==> src/rtl/softmax_writeback_pkg.sv <==
// softmax_writeback_pkg
//   Shared definitions for the softmax write-back slice: default geometry
//   (element width, lanes per word, RAM address width, buffer depth) and the
//   control state encoding used by softmax_writeback.
//   Optional feature macro used by the slice: WB_CHECKSUM_EN.
package softmax_writeback_pkg;

    localparam int WB_DATAWIDTH  = 16;
    localparam int WB_NUM        = 4;
    localparam int WB_ADDRSIZE   = 10;
    localparam int WB_FIFO_DEPTH = 4;

    typedef enum logic [1:0] {
        IDLE = 2'd0,
        RUN  = 2'd1,
        DONE = 2'd2
    } wb_state_t;

endpackage

==> src/rtl/softmax_wb_fifo.sv <==
// softmax_wb_fifo
//   Synchronous FIFO holding whole softmax result vectors between the
//   softmax core and the RAM write port. The head entry is read
//   combinationally from registered storage, so a word pushed at cycle N is
//   visible at the head no earlier than cycle N+1.
// Ports:
//   clk    - clock, rising edge
//   reset  - asynchronous active-low reset (empties the FIFO)
//   clear  - synchronous clear (empties the FIFO)
//   push   - write wdata (ignored when full)
//   pop    - drop head entry (ignored when empty)
//   wdata  - entry to write
//   rdata  - current head entry
//   full   - no free entry
//   empty  - no valid entry
module softmax_wb_fifo
    import softmax_writeback_pkg::*;
#(
    parameter int WIDTH = WB_DATAWIDTH * WB_NUM,
    parameter int DEPTH = WB_FIFO_DEPTH
) (
    input  logic             clk,
    input  logic             reset,
    input  logic             clear,
    input  logic             push,
    input  logic             pop,
    input  logic [WIDTH-1:0] wdata,
    output logic [WIDTH-1:0] rdata,
    output logic             full,
    output logic             empty
);

    localparam int AW = $clog2(DEPTH);

    logic [WIDTH-1:0] mem [DEPTH];
    // One extra pointer bit distinguishes full from empty when indices match.
    logic [AW:0]      wptr;
    logic [AW:0]      rptr;
    logic             do_push;
    logic             do_pop;

    assign empty   = (wptr == rptr);
    assign full    = (wptr[AW] != rptr[AW]) && (wptr[AW-1:0] == rptr[AW-1:0]);
    assign rdata   = mem[rptr[AW-1:0]];
    assign do_push = push && !full;
    assign do_pop  = pop && !empty;

    // Storage carries no reset; only the pointers define validity.
    always_ff @(posedge clk) begin
        if (do_push) begin
            mem[wptr[AW-1:0]] <= wdata;
        end
    end

    always_ff @(posedge clk or negedge reset) begin
        if (!reset) begin
            wptr <= '0;
            rptr <= '0;
        end else if (clear) begin
            wptr <= '0;
            rptr <= '0;
        end else begin
            if (do_push) begin
                wptr <= wptr + (AW+1)'(1);
            end
            if (do_pop) begin
                rptr <= rptr + (AW+1)'(1);
            end
        end
    end

endmodule

==> src/rtl/softmax_writeback.sv <==
// softmax_writeback
//   Takes NUM-lane softmax result vectors, buffers them, and writes them one
//   word per commit into on-chip RAM from out_start_addr to out_end_addr
//   inclusive (wrapping through address 0 if end < start). Signals done once
//   the last word has been committed.
//   Optional: define WB_CHECKSUM_EN to add the checksum output (XOR of every
//   lane of every committed word since the last start).
// Ports:
//   clk, reset(async active-low), init(sync clear), start(pulse)
//   out_start_addr/out_end_addr - inclusive RAM word range for the run
//   outp/outp_valid/outp_ready  - incoming result vectors (lane 0 in LSBs)
//   mem_addr/mem_d/mem_we/mem_ready - RAM write port, commit = mem_we&&mem_ready
//   busy - run in progress; done - run complete, held until start/init
//   checksum (WB_CHECKSUM_EN only)
module softmax_writeback
    import softmax_writeback_pkg::*;
#(
    parameter int DATAWIDTH  = WB_DATAWIDTH,
    parameter int NUM        = WB_NUM,
    parameter int ADDRSIZE   = WB_ADDRSIZE,
    parameter int FIFO_DEPTH = WB_FIFO_DEPTH
) (
    input  logic                     clk,
    input  logic                     reset,
    input  logic                     init,
    input  logic                     start,
    input  logic [ADDRSIZE-1:0]      out_start_addr,
    input  logic [ADDRSIZE-1:0]      out_end_addr,
    input  logic [DATAWIDTH*NUM-1:0] outp,
    input  logic                     outp_valid,
    output logic                     outp_ready,
    output logic [ADDRSIZE-1:0]      mem_addr,
    output logic [DATAWIDTH*NUM-1:0] mem_d,
    output logic                     mem_we,
    input  logic                     mem_ready,
    output logic                     busy,
    output logic                     done
`ifdef WB_CHECKSUM_EN
    ,
    output logic [DATAWIDTH-1:0]     checksum
`endif
);

    // One bit wider than the address so a full 2^ADDRSIZE-word run fits.
    localparam int CNT_W = ADDRSIZE + 1;

    wb_state_t                state;
    wb_state_t                state_nxt;
    logic [ADDRSIZE-1:0]      wr_addr;
    logic [CNT_W-1:0]         remaining;
    logic [CNT_W-1:0]         to_accept;
    logic [CNT_W-1:0]         span;
    logic                     fifo_full;
    logic                     fifo_empty;
    logic [DATAWIDTH*NUM-1:0] fifo_head;
    logic                     start_ok;
    logic                     push;
    logic                     commit;
    logic                     last_commit;

    assign span        = {1'b0, out_end_addr - out_start_addr} + CNT_W'(1);
    assign start_ok    = start && (state != RUN);
    // to_accept limits intake to exactly the words the run still needs.
    assign outp_ready  = (state == RUN) && !fifo_full && (to_accept != '0);
    assign push        = outp_valid && outp_ready;
    assign mem_we      = (state == RUN) && !fifo_empty;
    assign mem_addr    = wr_addr;
    // Gate data so the write bus reads zero whenever no write is offered.
    assign mem_d       = mem_we ? fifo_head : '0;
    assign commit      = mem_we && mem_ready;
    assign last_commit = commit && (remaining == CNT_W'(1));
    assign busy        = (state == RUN);
    assign done        = (state == DONE);

    softmax_wb_fifo #(
        .WIDTH (DATAWIDTH * NUM),
        .DEPTH (FIFO_DEPTH)
    ) u_fifo (
        .clk   (clk),
        .reset (reset),
        .clear (init),
        .push  (push),
        .pop   (commit),
        .wdata (outp),
        .rdata (fifo_head),
        .full  (fifo_full),
        .empty (fifo_empty)
    );

    always_comb begin
        state_nxt = state;
        case (state)
            IDLE, DONE: if (start) state_nxt = RUN;
            RUN:        if (last_commit) state_nxt = DONE;
            default:    state_nxt = IDLE;
        endcase
        if (init) begin
            state_nxt = IDLE;
        end
    end

    always_ff @(posedge clk or negedge reset) begin
        if (!reset) begin
            state     <= IDLE;
            wr_addr   <= '0;
            remaining <= '0;
            to_accept <= '0;
        end else begin
            state <= state_nxt;
            if (init) begin
                wr_addr   <= '0;
                remaining <= '0;
                to_accept <= '0;
            end else if (start_ok) begin
                wr_addr   <= out_start_addr;
                remaining <= span;
                to_accept <= span;
            end else begin
                if (commit) begin
                    wr_addr   <= wr_addr + ADDRSIZE'(1);
                    remaining <= remaining - CNT_W'(1);
                end
                if (push) begin
                    to_accept <= to_accept - CNT_W'(1);
                end
            end
        end
    end

`ifdef WB_CHECKSUM_EN
    function automatic logic [DATAWIDTH-1:0] lane_xor(input logic [DATAWIDTH*NUM-1:0] w);
        logic [DATAWIDTH-1:0] acc;
        acc = '0;
        for (int i = 0; i < NUM; i++) begin
            acc = acc ^ w[i*DATAWIDTH +: DATAWIDTH];
        end
        return acc;
    endfunction

    always_ff @(posedge clk or negedge reset) begin
        if (!reset) begin
            checksum <= '0;
        end else if (init || start_ok) begin
            checksum <= '0;
        end else if (commit) begin
            checksum <= checksum ^ lane_xor(mem_d);
        end
    end
`endif

endmodule

==> config.mk <==
export PLATFORM = sky130hd
export DESIGN_NAME = softmax_writeback
export DESIGN_NICKNAME = d
export VERILOG_FILES = /design/src/rtl/softmax_writeback_pkg.sv /design/src/rtl/softmax_wb_fifo.sv /design/src/rtl/softmax_writeback.sv
export SDC_FILE = /design/constraint.sdc
export NUM_CORES = 1
export LEC_CHECK = 0
export CORE_MARGIN = 2
export CORE_UTILIZATION = 45
export CTS_BUF_LIST = sky130_fd_sc_hd__clkbuf_2 sky130_fd_sc_hd__clkbuf_4 sky130_fd_sc_hd__clkbuf_8
export DETAILED_ROUTE_END_ITERATION = 6
export GPL_TIMING_DRIVEN = 0
export PLACE_DENSITY = 0.67
export SLEW_MARGIN = 20
export SYNTH_ARGS = -nofsm -noshare
export SYNTH_HDL_FRONTEND = slang
export SYNTH_SLANG_ARGS = --single-unit
==> constraint.sdc <==
create_clock -name clk -period 6.6 [get_ports clk]
set_input_delay 1.32 -clock clk [delete_from_list [all_inputs] [get_ports clk]]
set_output_delay 1.32 -clock clk [all_outputs]
set_load 0.05 [all_outputs]
=== Word level (Yosys, flattened, before mapping) ===
Memories as Yosys holds them, arrays and structs flattened.
Index checks and enable logic that the tools add are counted.

* Reductions and logical operators: 20
* Mux-type cells: 20
* Add/subtract/negate cells: 7
* Equal/unequal tests: 9

{| class="wikitable"
|+ Operators with widths
! operator !! number
|-
| 11-bit two-way mux || 6
|-
| 64-bit two-way mux || 1
|-
| 10-bit two-way mux || 3
|-
| 11-bit by 1-bit subtractor with 11-bit output (second input constant) || 2
|-
| 3-bit two-way mux || 4
|-
| 10-bit by 1-bit adder with 11-bit output (second input constant) || 1
|-
| 11-bit by 1-bit == test with 1-bit output (second input constant) || 1
|-
| 11-bit nonzero test || 1
|-
| 10-bit by 1-bit adder with 10-bit output (second input constant) || 1
|-
| 1-bit logical AND || 10
|-
| 10-bit subtractor || 1
|-
| 3-bit by 1-bit adder with 3-bit output (second input constant) || 2
|-
| 2-bit two-way mux || 3
|-
| 3-bit nonzero test || 2
|-
| 2-bit case mux with 2 select lines || 1
|-
| 2-bit nonzero test || 2
|-
| 3-bit == test || 1
|-
| 3-bit by 2-bit inequality test with 1-bit output (second input constant) || 1
|-
| 3-bit inequality test (second input constant) || 1
|-
| 2-bit by 1-bit == test with 1-bit output (second input constant) || 1
|-
| 2-bit == test || 1
|-
| 2-bit == test (second input constant) || 1
|-
| 1-bit logical NOT || 2
|-
| 2-bit logical NOT || 1
|-
| 5 further kinds || 6
|}

* Memories kept: 1
* Register bits after elaboration: 40
* Input bits: 90
* Output and inout port bits: 78
* Word-level logic and storage cells: 63
* RAM bits: 256

{| class="wikitable"
|+ Memory list
! name !! depth !! bits a word !! read ports !! clocked after memory_dff !! write ports !! RTL line !! source
|-
| u_fifo.mem || 4 || 64 || 1 || 0 || 1 || softmax_wb_fifo.sv:35 || <nowiki>logic [WIDTH-1:0] mem [DEPTH];</nowiki>
|}

=== Longest topological paths before layout ===
* Word-level depth: 9
* Mapped depth: 11
* Mapped depth without buffers: 11

=== By module ===
Synthesis repeated with hierarchy kept, for this count alone.

* Cell total of the unflattened synthesis: 773
* Area total of the unflattened synthesis: 12,804.8 um^2

{| class="wikitable"
|+ By module, submodules not included
! module !! instances !! seq. area each (um^2) !! cells an instance !! area an instance (um^2)
|-
| softmax_wb_fifo || 1 || 7,837.5 || 402 || 9,800.6
|-
| softmax_writeback || 1 || 850.8 || 371 || 3,004.1
|}

=== Worst setup path after synthesis ===
OpenSTA, ideal clock, no wires.

* Kind: input to register
* Start: input outp_valid
* End: memory u_fifo.mem[3][0] (netlist bit) (enable)
* Buffers on the path: 1
* Setup time: 0.430 ns
* Slack: 2.538 ns
* Data arrival time: 3.631 ns
* Cell stages on the path: 4
* Required time: 6.170 ns
* Cell sequence: inv_1 > nor4_4 > clkbuf_1 > and2_1

* Longest elaborated chain between the ends: 4

{| class="wikitable"
|+ RTL lines
! what !! RTL line !! source
|-
| start, declared || softmax_writeback.sv:30 || <nowiki>input logic outp_valid,</nowiki>
|-
| 1-bit logical AND || softmax_writeback.sv:65 || <nowiki>assign push = outp_valid && outp_ready;</nowiki>
|-
| 1-bit logical AND || softmax_wb_fifo.sv:45 || <nowiki>assign do_push = push && !full;</nowiki>
|-
| 1-bit two-way mux || softmax_wb_fifo.sv:50 || <nowiki>if (do_push) begin</nowiki>
|-
| 1-bit two-way mux (not written as such) || softmax_wb_fifo.sv:51 || <nowiki>mem[wptr[AW-1:0]] <= wdata;</nowiki>
|-
| end, declared || softmax_wb_fifo.sv:35 ||
|}

Every way passes these cells.

=== Worst setup path after layout ===
* Start: register u_fifo.wptr[1]
* End: output mem_d[18]

* Longest elaborated chain between the ends: 4

{| class="wikitable"
|+ RTL lines
! what !! RTL line !! source
|-
| start, declared || softmax_wb_fifo.sv:37 || <nowiki>logic [AW:0] wptr;</nowiki>
|-
| start signal, assigned || softmax_wb_fifo.sv:64 || <nowiki>wptr <= wptr + (AW+1)'(1);</nowiki>
|-
| 3-bit == test || softmax_wb_fifo.sv:42 || <nowiki>assign empty = (wptr == rptr);</nowiki>
|-
| 1-bit logical NOT || softmax_writeback.sv:66 || <nowiki>assign mem_we = (state == RUN) && !fifo_empty;</nowiki>
|-
| 1-bit logical AND || softmax_writeback.sv:66 ||
|-
| 64-bit two-way mux || softmax_writeback.sv:69 || <nowiki>assign mem_d = mem_we ? fifo_head : '0;</nowiki>
|-
| end, declared || softmax_writeback.sv:33 || <nowiki>output logic [DATAWIDTH*NUM-1:0] mem_d,</nowiki>
|}

Every way passes these cells.

==> run metrics <==
Root Driver=clkbuf_8; Synth Area in Simple Gates=0.08651; DRC viols=0; vias in the first global route=7,766; post-CTS repair timing setup buffer count=0; Worst-Margin Slew=874.9 ps; Seq cells post-synth=296; warnings from Yosys=0; CTS clk-pin slew, worst paths=60 ps; Mapped Area=12,600 sq um; clk sinks=296; setup TNS=0 ps; RSZ-0062 raised after global routing=false; largest net degree at the start of global routing=46; leakage power=5.294 nW; Power Density=267.0 nW/um^2; cell row count=61; first drt pass iteration count=5; Post-Syn Nets=865; Starting Density=0.4547; CP arrival=3960 ps; fin crit period=5282 ps; crit-path max cell delay=730 ps; total grt overflow=0; initial antenna violation count=2; layout cells sized above 1=0.1561; CTS Buffer Depth=3; number of DRC markers in iteration 0=477; CTS tree=done; final worst slack=1318 ps; XOR/XNOR share of the synthesized area=0.02990; Via density=5.253; Fmax=0.1893 GHz; CTS Hold Bufs=0; IO Port Bufs=167; Fillers=2,204; post-CTS sizing=0; Final period util=0.8003; max_cap viols=0; Overall Global Routing Usage=0.1880; Slew HR=0.4167; crit path buf inv count=3; Worst Setup Start Kind=flip-flop; Critical Path Most Common Cell=clkbuf_1; Die Y=171.3 um; critical path's top delay family=buffers and inverters; num ports=168; fin nets=1,087; crit-path cells=xor2_1 > o31ai_1 > clkbuf_1 > clkbuf_1 > nor2b_1 > clkdlybuf4s50_1; CP Capture Type=output pin; CTS H-tree lvls=2; Adder-Cell Fraction of Synth Area=0.02046; die width=171.3 um; count of final setup violators=0; placed instance count=1,305; post-synthesis sequential area ratio=0.6897; run status=finished clean; hold crit path type=flip-flop to flip-flop; Final Max Slew Viols=0; pre-CTS setup slack=1875 ps; Skew-Pair Late Insertion Delay=600 ps; Max Fanout on Critical Path=10; Worst path slowest cell=clkdlybuf4s50_1; DP Wirelength=17.14 mm; mux cell area share after synthesis=0.1160; WS Path Type=flip-flop to output pin; GP Congestion=0.8150; main combinational cell family by area after synthesis=multiplexers; final hold violation count=0; die area=29,350 sq um; final wirelength=26.97 mm; Routed Antenna Nets=0; Vias=7,307; Setup Skew=57.31 ps; Non-Filler Instances=1,391; Synth Area in Compound Gates=0.04043; Worst EP required=5280 ps; Cells after Synth=755; top_reg_cell synth=edfxtp_1; Post-synth EDFFs=256; core area=27,710 sq um; Unique masters post-synth=52; layout overhead on the synthesized area=25.71%; Synth async-reset ratio=0.1351; syn_area_per_cell=16.68 sq um; Worst VDD drop=0.1850 mV; first-pass GRT wire length=41.94 mm; Routed wire per std cell=19.39 um; TritonCTS Buffers=48
## sequential cells by signal (all words and copies together), names as in the netlist
name         count
u_fifo.mem     256
u_fifo.wptr      3
to_accept       11
mem_addr        10
remaining       11
state            2
u_fifo.rptr      3
## routing by layer
layer | routed length [um] | vias up | track usage | part of all wire
li1 | - | 3376 | - | -
met1 | 11480 | 3683 | 0.2382 | 0.43
met2 | 13400 | 203 | 0.3184 | 0.50
met3 | 1596 | 43 | 0.04763 | 0.059
met4 | 485 | 2 | 0.06153 | 0.018
met5 | 16 | - | 0 | 0.00059
## kinds of logic after synthesis
| kind of cell | Yosys count |
|---|---|
| simple gates | 201 |
| mux | 66 |
| xor+xnor | 43 |
| buf+inv | 57 |
| flops | 296 |
| compound gates | 72 |
| fa+ha+maj | 20 |
## Yosys cell counts (all sizes together), types with 3 or more instances
library cell | count | share of area
clkbuf | 25 | 0.0074
nor2b | 66 | 0.033
buf | 8 | 0.0024
nor3 | 13 | 0.0052
and3 | 4 | 0.0020
o21ai | 4 | 0.0016
nand2 | 29 | 0.0088
nor2 | 42 | 0.013
or3 | 5 | 0.0025
nor4 | 9 | 0.0057
a21oi | 17 | 0.0068
mux4 | 64 | 0.11
edfxtp | 256 | 0.61
o211ai | 4 | 0.0024
nand3 | 8 | 0.0032
or4 | 3 | 0.0021
o21a | 3 | 0.0018
a21o | 3 | 0.0018
nand2b | 6 | 0.0030
a211oi | 20 | 0.012
xor2 | 22 | 0.015
ha | 19 | 0.019
xnor2 | 21 | 0.015
or2 | 4 | 0.0020
inv | 24 | 0.0072
dfrtp | 40 | 0.079
a311oi | 3 | 0.0021
and2 | 4 | 0.0020
## path summary, 6_finish.rpt
path	cells past startpoint	endpoint	start	slack (ps)
max	6	mem_d[18]	u_fifo.wptr[1]$_DFFE_PN0P_	1320
min	2	to_accept[2]$_DFFE_PN0P_	to_accept[2]$_DFFE_PN0P_	540
max reg2reg	8	u_fifo.mem[3][16]$_DFFE_PP_	to_accept[0]$_DFFE_PN0P_	3470
min reg2reg	2	to_accept[2]$_DFFE_PN0P_	to_accept[2]$_DFFE_PN0P_	540
max in group asynchronous	2	to_accept[3]$_DFFE_PN0P_	reset	5470
min in group asynchronous	1	mem_addr[7]$_DFFE_PN0P_	reset	600
## worst register-to-register path, stage by stage, from the launching register on
cell,delay [ps]
dfrtp_1,410
inv_1,70
ha_1,180
or3b_2,500
nor4_1,560
nor4_4,120
clkbuf_1,280
and2_4,400
buf_16,270
## layout by cell type, fill, tap and decap left out, types with 4 or more instances in the layout
cell / n
edfxtp_1: 256
clkinv_2: 4
nor2b_1: 66
nand3_1: 8
buf_1: 8
buf_16: 4
clkbuf_1: 25
or2_2: 4
mux4_2: 64
o211ai_1: 4
clkinv_1: 9
or3_1: 5
a211oi_1: 20
ha_1: 19
dfrtp_1: 40
nand2b_1: 6
and2_4: 4
xor2_1: 22
nand2_1: 28
o21ai_0: 4
nor2_1: 42
nor3_1: 13
clkbuf_4: 19
xnor2_1: 21
and3_1: 4
clkdlybuf4s50_1: 166
clkbuf_8: 48
nor4_1: 8
inv_1: 24
a21oi_1: 17
## power breakdown
part / leakage [nW] / internal [mW] / switching [mW] / total, mW
Sequential: 2.84 / 2.10 / 0.0345 / 2.13
Clock: 0.505 / 0.869 / 0.712 / 1.58
Combinational: 1.95 / 0.218 / 0.294 / 0.513
## per-stage QoR
step	utilization	area, sq um	hold WS (ps)	total power [mW]
after floorplan	-	12600	473.7	2.486
after global placement	0.5321	14740	522.2	2.676
after detailed placement	0.5370	14880	522.8	2.686
after CTS	0.5715	15830	537.7	4.275
after global routing	0.5715	15830	571.5	4.403
final	0.5716	15840	537.1	4.229
## area by class of cell
cell class | count | area [sq um] | share of cell area
flip-flops and latches | 296 | 8688 | 0.5486
diodes | 1 | 2.502 | 0.0001580
well taps | 378 | 473.0 | 0.02986
multi-input cells | 402 | 3705 | 0.2339
repair buffers | 172 | 1797 | 0.1135
plain buffers | 33 | 123.9 | 0.007822
clock buffers | 67 | 803.3 | 0.05072
inverters | 24 | 90.09 | 0.005689
clock inverters | 18 | 153.9 | 0.009718
Note: power is estimated with default switching activity, not from simulation.
